==> config.mk <==
export PLATFORM = sky130hd
export DESIGN_NAME = dwt_fetch_sequencer
export DESIGN_NICKNAME = d
export VERILOG_FILES = /design/src/rtl/dwt_fetch_sequencer.sv
export SDC_FILE = /design/constraint.sdc
export NUM_CORES = 1
export LEC_CHECK = 0
export ABC_AREA = 1
export BUFFER_PORTS_ARGS = -buffer_cell sky130_fd_sc_hd__buf_2
export CAP_MARGIN = 10
export CORE_ASPECT_RATIO = 0.6
export CORE_MARGIN = 5
export CORE_UTILIZATION = 35
export CTS_CLUSTER_SIZE = 14
export DETAILED_ROUTE_END_ITERATION = 8
export PLACE_DENSITY = 0.69
export SLEW_MARGIN = 20
export SYNTH_ARGS = -nofsm -noshare
export SYNTH_HDL_FRONTEND = slang
export SYNTH_SLANG_ARGS = --single-unit
==> constraint.sdc <==
create_clock -name clk -period 2.98 [get_ports clk]
set_input_delay 0.298 -clock clk [delete_from_list [all_inputs] [get_ports clk]]
set_output_delay 0.298 -clock clk [all_outputs]
set_load 0.01 [all_outputs]
==> src/rtl/dwt_fetch_sequencer.sv <==
// Fetch sequencer for one lifting-DWT level: reads x[2n], x[2n+1], x[2n+2] per pair
// from sample RAM and hands them, with the dwt operand selects, to the datapath.
module dwt_fetch_sequencer #(
    parameter int DATA_W    = 32,
    parameter int ADDR_W    = 10,
    parameter int N_SAMPLES = 512
) (
    input  logic              clk,
    input  logic              rst_n,
    input  logic              start,
    output logic              busy,
    output logic              done,
    output logic              mem_rd_en,
    output logic [ADDR_W-1:0] mem_addr,
    input  logic [DATA_W-1:0] mem_rdata,
    output logic [DATA_W-1:0] y2n,
    output logic [DATA_W-1:0] y2n_1,
    output logic [DATA_W-1:0] y2na,
    output logic [1:0]        s1,
    output logic              s2,
    output logic              s3,
    output logic              s4,
    output logic              s5,
    output logic              s6,
    output logic [ADDR_W-1:0] pair_idx,
    output logic              out_valid,
    input  logic              out_ready
);

    localparam int N_PAIRS = N_SAMPLES / 2;
    localparam logic [ADDR_W:0]   FRAME_LEN   = (ADDR_W + 1)'(N_SAMPLES);
    localparam logic [ADDR_W-1:0] MIRROR_ADDR = ADDR_W'(N_SAMPLES - 2);
    localparam logic [ADDR_W-1:0] LAST_PAIR   = ADDR_W'(N_PAIRS - 1);

    typedef enum logic [2:0] {
        IDLE,
        FETCH0,
        FETCH1,
        FETCH2,
        CAPT,
        PRESENT,
        DONE
    } state_t;

    state_t state;
    logic   mirror;

    logic [ADDR_W:0]   even_wide;
    logic [ADDR_W-1:0] even_addr;
    logic              wrap;
    logic              first_pair;
    logic              last_pair;

    // 2n+2 is formed one bit wider so the frame-end test survives N_SAMPLES == 2**ADDR_W
    assign even_wide  = {pair_idx, 1'b0};
    assign even_addr  = pair_idx << 1;
    assign wrap       = (even_wide + (ADDR_W + 1)'(2)) == FRAME_LEN;
    assign first_pair = pair_idx == '0;
    assign last_pair  = pair_idx == LAST_PAIR;

    assign s2 = out_valid & out_ready;

    always_ff @(posedge clk) begin
        if (!rst_n) begin
            state     <= IDLE;
            busy      <= 1'b0;
            done      <= 1'b0;
            mem_rd_en <= 1'b0;
            mem_addr  <= '0;
            y2n       <= '0;
            y2n_1     <= '0;
            y2na      <= '0;
            s1        <= 2'b00;
            s3        <= 1'b0;
            s4        <= 1'b0;
            s5        <= 1'b0;
            s6        <= 1'b0;
            pair_idx  <= '0;
            out_valid <= 1'b0;
            mirror    <= 1'b0;
        end else begin
            case (state)
                IDLE: begin
                    done <= 1'b0;
                    if (start) begin
                        state     <= FETCH0;
                        busy      <= 1'b1;
                        pair_idx  <= '0;
                        mem_rd_en <= 1'b1;
                        mem_addr  <= '0;
                        s6        <= 1'b1;
                    end
                end
                FETCH0: begin
                    state    <= FETCH1;
                    s6       <= 1'b0;
                    mem_addr <= even_addr + ADDR_W'(1);
                end
                FETCH1: begin
                    state    <= FETCH2;
                    y2n      <= mem_rdata;
                    mirror   <= wrap;
                    mem_addr <= wrap ? MIRROR_ADDR : even_addr + ADDR_W'(2);
                end
                FETCH2: begin
                    state     <= CAPT;
                    y2n_1     <= mem_rdata;
                    mem_rd_en <= 1'b0;
                end
                CAPT: begin
                    state     <= PRESENT;
                    y2na      <= mem_rdata;
                    out_valid <= 1'b1;
                    s1        <= {last_pair, first_pair};
                    s3        <= first_pair;
                    s4        <= last_pair;
                    s5        <= mirror;
                end
                PRESENT: begin
                    if (out_ready) begin
                        out_valid <= 1'b0;
                        s1        <= 2'b00;
                        s3        <= 1'b0;
                        s4        <= 1'b0;
                        s5        <= 1'b0;
                        if (last_pair) begin
                            state <= DONE;
                            done  <= 1'b1;
                            busy  <= 1'b0;
                        end else begin
                            state     <= FETCH0;
                            pair_idx  <= pair_idx + ADDR_W'(1);
                            mem_rd_en <= 1'b1;
                            mem_addr  <= even_addr + ADDR_W'(2);
                        end
                    end
                end
                DONE: begin
                    state <= IDLE;
                    done  <= 1'b0;
                end
                default: state <= IDLE;
            endcase
        end
    end

endmodule

Word level (Yosys, flattened, before mapping)
Index checks and enable logic that the tools add are counted.
- input port bits: 36
- bits in registers: 130
- ROM bits: 0
- output and inout port bits: 127
- latch bits: 0
- memories: 0
- word-level logic and storage cells: 80
- memory bits (writable): 0
- eq/ne operators: 12
- $mul: 0
- reduce and logical (&&, ||, !) cells: 17
- bitwise gates (word level): 1
- div/mod/pow operators: 0
- mux-type cells: 30
- order comparisons: 0
- shift-type cells: 0
- add/sub/neg operators: 4
- operators by type and width (kind ; number):
    $mux 10 ; 6
    $pmux 10 s4 ; 1
    $add 10x1->10 const B ; 2
    $pmux 10 s2 ; 1
    $pmux 3 s6 ; 1
    $reduce_and 4->1 ; 4
    $pmux 1 s2 ; 7
    $add 11x2->11 const B ; 1
    $eq 11x10->1 const B ; 1
    $add 10x2->10 const B ; 1
    $eq 10x8->1 const B ; 1
    $logic_not 10->1 ; 1
    $eq 3x3->1 const B ; 3
    $mux 3 ; 3
    $mux 1 ; 8
    $ne 2x2->1 const B ; 4
    $reduce_bool 2->1 ; 4
    $eq 3x2->1 const B ; 2
    $reduce_and 2->1 ; 3
    $pmux 2 s2 ; 1
    $reduce_bool 4->1 ; 1
    $eq 3x1->1 const B ; 1
    $logic_not 3->1 ; 1
    $pmux 1 s3 ; 1
    5 further kinds ; 5

Depth between registers and ports, before layout
- word-level depth: 4
- gate-level depth with buffers: 14
- depth with buffers taken out: 14

Worst setup path after synthesis
OpenSTA, ideal clock, no wires.
- path kind: register -> register
- start point: register pair_idx[1]
- end point: register mem_addr[9]
- period minus slack after synthesis: 1.745 ns
- path buffers: 0
- required time: 2.842 ns
- data arrival time: 1.607 ns
- cell stages (with the launch flop): 11
- setup slack: 1.235 ns
- library setup time: 0.138 ns
- cell sequence: dfxtp_1 -> ha_1 -> nand2_1 -> nor2_2 -> nand3_1 -> nor2_1 -> inv_1 -> nand4_1 -> clkinv_1 -> nand2_1 -> a21oi_1
- word-level cells in the longest chain between the ends: 4
- elaborated cells between the ends (all ways): 11
- those cells by class: add/sub: 3; eq/ne: 3; mux: 4; reduce/logical: 1
- RTL lines (what ; RTL line ; text):
    start: declaration ; 25 ; output logic [ADDR_W-1:0] pair_idx,
    start signal: assignment ; 132 ; pair_idx <= pair_idx + ADDR_W'(1);
    $add 11x2->11 / $add 10x2->10 (equally long branches) ; 57, 103, 134 ;
    $eq 11x10->1 / $mux 10 (equally long branches) ; 57, 126 ;
    $mux 10, on equally long branches ; 103, 120 ;
    $pmux 10 s4 ; 82 ; case (state)
    end signal: assignment ; 97 ; mem_addr <= even_addr + ADDR_W'(1);
    end signal: assignment ; 103 ; mem_addr <= wrap ? MIRROR_ADDR : even_addr + ADDR_W'(2);
    end signal: assignment ; 134 ; mem_addr <= even_addr + ADDR_W'(2);
    end: declaration ; 14 ; output logic [ADDR_W-1:0] mem_addr,
Parallel ways exist; a longest one is shown, timed or not. The select of a mux whose other input is x is not followed.
A chain may end at the register's enable or synchronous reset.

Worst setup path after layout
- start point: register pair_idx[1]
- end point: register mem_addr[3]
The elaborated chain is that of the path after synthesis.

==> results.json <==
{
  "outcome": "completed",
  "dpl.hpwl_mm": 10.75,
  "hold_path.class": "input port to flop",
  "mostFrequentLayoutCells": "nor2_1, buf_2, dfxtp_1",
  "grt_max_degree": 68,
  "tns_ps": 0,
  "cts_hold_buf": 0,
  "yosysWarnings": 0,
  "cts_setup_buffers": 0,
  "worst_slew_pin_slew_ps": 989.9,
  "period_share_pct": 82.14,
  "avgRoutedWirePerCell_microns": 15.42,
  "stdcell_area_sq_um": 6620,
  "detail-route-antenna-nets": 0,
  "leakagePower_uw": 0.003320,
  "die_y_microns": 102.5,
  "r2r_setup_slack_ps": 530,
  "routed_via_density": 4.901,
  "use_met1_pct": 26.51,
  "path_class": "flop to flop",
  "grt_pass1_wl_mm": 24.68,
  "arrival_ps": 2690,
  "grt_overflow": 0,
  "route.vias.total": 5009,
  "ios": 163,
  "core_area_sq_um": 13790,
  "syn_area_sq_um": 4987,
  "ctsRootBufferMaster": "clkbuf_16",
  "cts_resized": 0,
  "clk_pin_slew_ps": 60,
  "fin_skew_ps": 6.254,
  "netlist_instances": 667,
  "synth_top_cell_by_area": "dfxtp_1",
  "syn_to_final_growth_pct": 32.74,
  "required_ps": 3230,
  "max_cap_viol_count": 0,
  "fmax_mhz": 408.5,
  "hold_viol_final": 0,
  "grtUsageMet2_pct": 26.60,
  "num-fill-cells": 1387,
  "cts.htree.levels": 4,
  "rows": 33,
  "ys_top_cells_by_area": "dfxtp_1, nor2_1, o21ai_0, nand2_1, a21oi_1",
  "yosysUniqueCellTypes": 37,
  "layout_setup_ws_ps": 532.3,
  "final_common_cell": "nor2_1",
  "r2r_start": "pair_idx[1]",
  "min-delay-start": "mem_rdata[17]",
  "drive_gt1_share_pct": 27.23,
  "nets": 855,
  "dpl_cell_area_sq_um": 5931,
  "synth_top_area_share_pct": 51.38,
  "start_util_pct": 36.16,
  "ys_seq_area_share_pct": 51.38,
  "drt_iter0_markers": 335,
  "grt_antenna_before_repair": 0,
  "die_w_microns": 164.1,
  "rsz0062_at_grt": "false",
  "busiest_layer": "met2",
  "fin_hold_ws_ps": 138.4,
  "wl_mm": 15.76,
  "synth-seq-cells": 128,
  "dieArea_sq_um": 16820,
  "diodes": 0,
  "final.min_clock_period_ps": 2448,
  "clock_path_buffers": 2,
  "cts_tree": "built",
  "worst_setup_path_start_kind": "flop",
  "irDropWorstVdd_v": 0.0003251,
  "grt_pass1_vias": 4699,
  "power_uw": 4994,
  "power_density_nw_per_um2": 754.4,
  "relSlewSlack_pct": 33.93,
  "critPathLaunch": "pair_idx[1]",
  "gp_congestion": 0.8807,
  "maxSlewViolCount": 0,
  "grt_util_met3_pct": 7.175,
  "grt_use_total_pct": 18.91,
  "synth_nets": 705,
  "setup_violations": 0,
  "drt_pass1_iterations": 5,
  "worstSkewPairLatency_ps": 410,
  "drc_errors": 0,
  "cts_made_buffers": 17,
  "worstPathMaxFanout": 11,
  "io_buffer_count": 162,
  "synth.avg_cell_area_sq_um": 7.477,
  "pre_cts_ws_ps": 541.1,
  "clock_sinks": 128,
  "endpoint_kind": "flop"
}
==> area by class of cell <==
cell class / instances / area (sq um) / area share (%)
sequential: 128 / 2562 / 38.71
clock buffer: 18 / 439.2 / 6.634
inverter: 35 / 132.6 / 2.003
clock inverter: 14 / 250.2 / 3.780
tap: 192 / 240.2 / 3.629
timing repair buffer: 169 / 863.3 / 13.04
multi-input combinational: 466 / 2132 / 32.21
==> metal layers <==
layer,part of all wire [%],up-vias
met5,0,-
met4,1.3,0
met3,11,23
met2,40,240
met1,47,2286
li1,-,2460
==> final timing paths <==
path / cells after the start / end
setup / recovery: 10 / mem_addr[3]
hold / removal: 3 / y2n_1[17]
setup reg to reg: 10 / mem_addr[3]
hold reg to reg: 2 / mem_addr[4]
==> sequential cells by signal, summed over array words and instances (netlist names), 3 cells and up <==
name	count
mem_addr	10
pair_idx	10
state	3
y2n	32
y2n_1	32
y2na	32
==> per-stage QoR <==
stage / util, % / cells
after floorplan: - / 667
after global placement: 43.00 / 990
after detailed placement: 43.00 / 990
after CTS: 48.00 / 1022
after global routing: 48.00 / 1022
final: 48.00 / 1022
==> cells by family (layout without fill, tap and decap cells) <==
group,count (synthesis),count (layout),share of synthesized area (%)
buffers and inverters,73,236,5.971
xor gates and xnor gates,2,2,0.3513
and+or+nand+nor,312,312,25.49
AOI/OAI and AO/OA,150,150,16.31
DFF,128,128,51.38
adders and majority gates,2,2,0.5017
==> report_power, final <==
| part | leakage [uW] | internal (uW) | switching [uW] |
|---|---|---|---|
| registers | 0.00104 | 1830 | 80.6 |
| logic | 0.00195 | 213 | 441 |
| clock network | 0.000330 | 1610 | 819 |
| total | 0.00332 | 3650 | 1340 |
==> critical path: stages, from the launching register on <==
cell	delay (ps)
dfxtp_1	460
ha_1	280
nand2_1	100
nor2_2	190
nand3_1	140
nor2_1	160
inv_1	70
nand4_1	320
clkinv_1	350
nand2_1	160
a21oi_1	60
==> Yosys cell counts, drive strengths merged <==
master,n
o22ai,2
dfxtp,128
nor2,214
clkbuf,30
a311oi,1
buf,8
o31ai,1
a211oi,5
nand4,4
nand3,12
xor2,1
xnor2,1
nand2,75
inv,32
a21oi,32
o21ai,105
nor3,6
clkinv,3
ha,2
a22oi,4
nand3b,1
(Power assumes the default switching activity.)
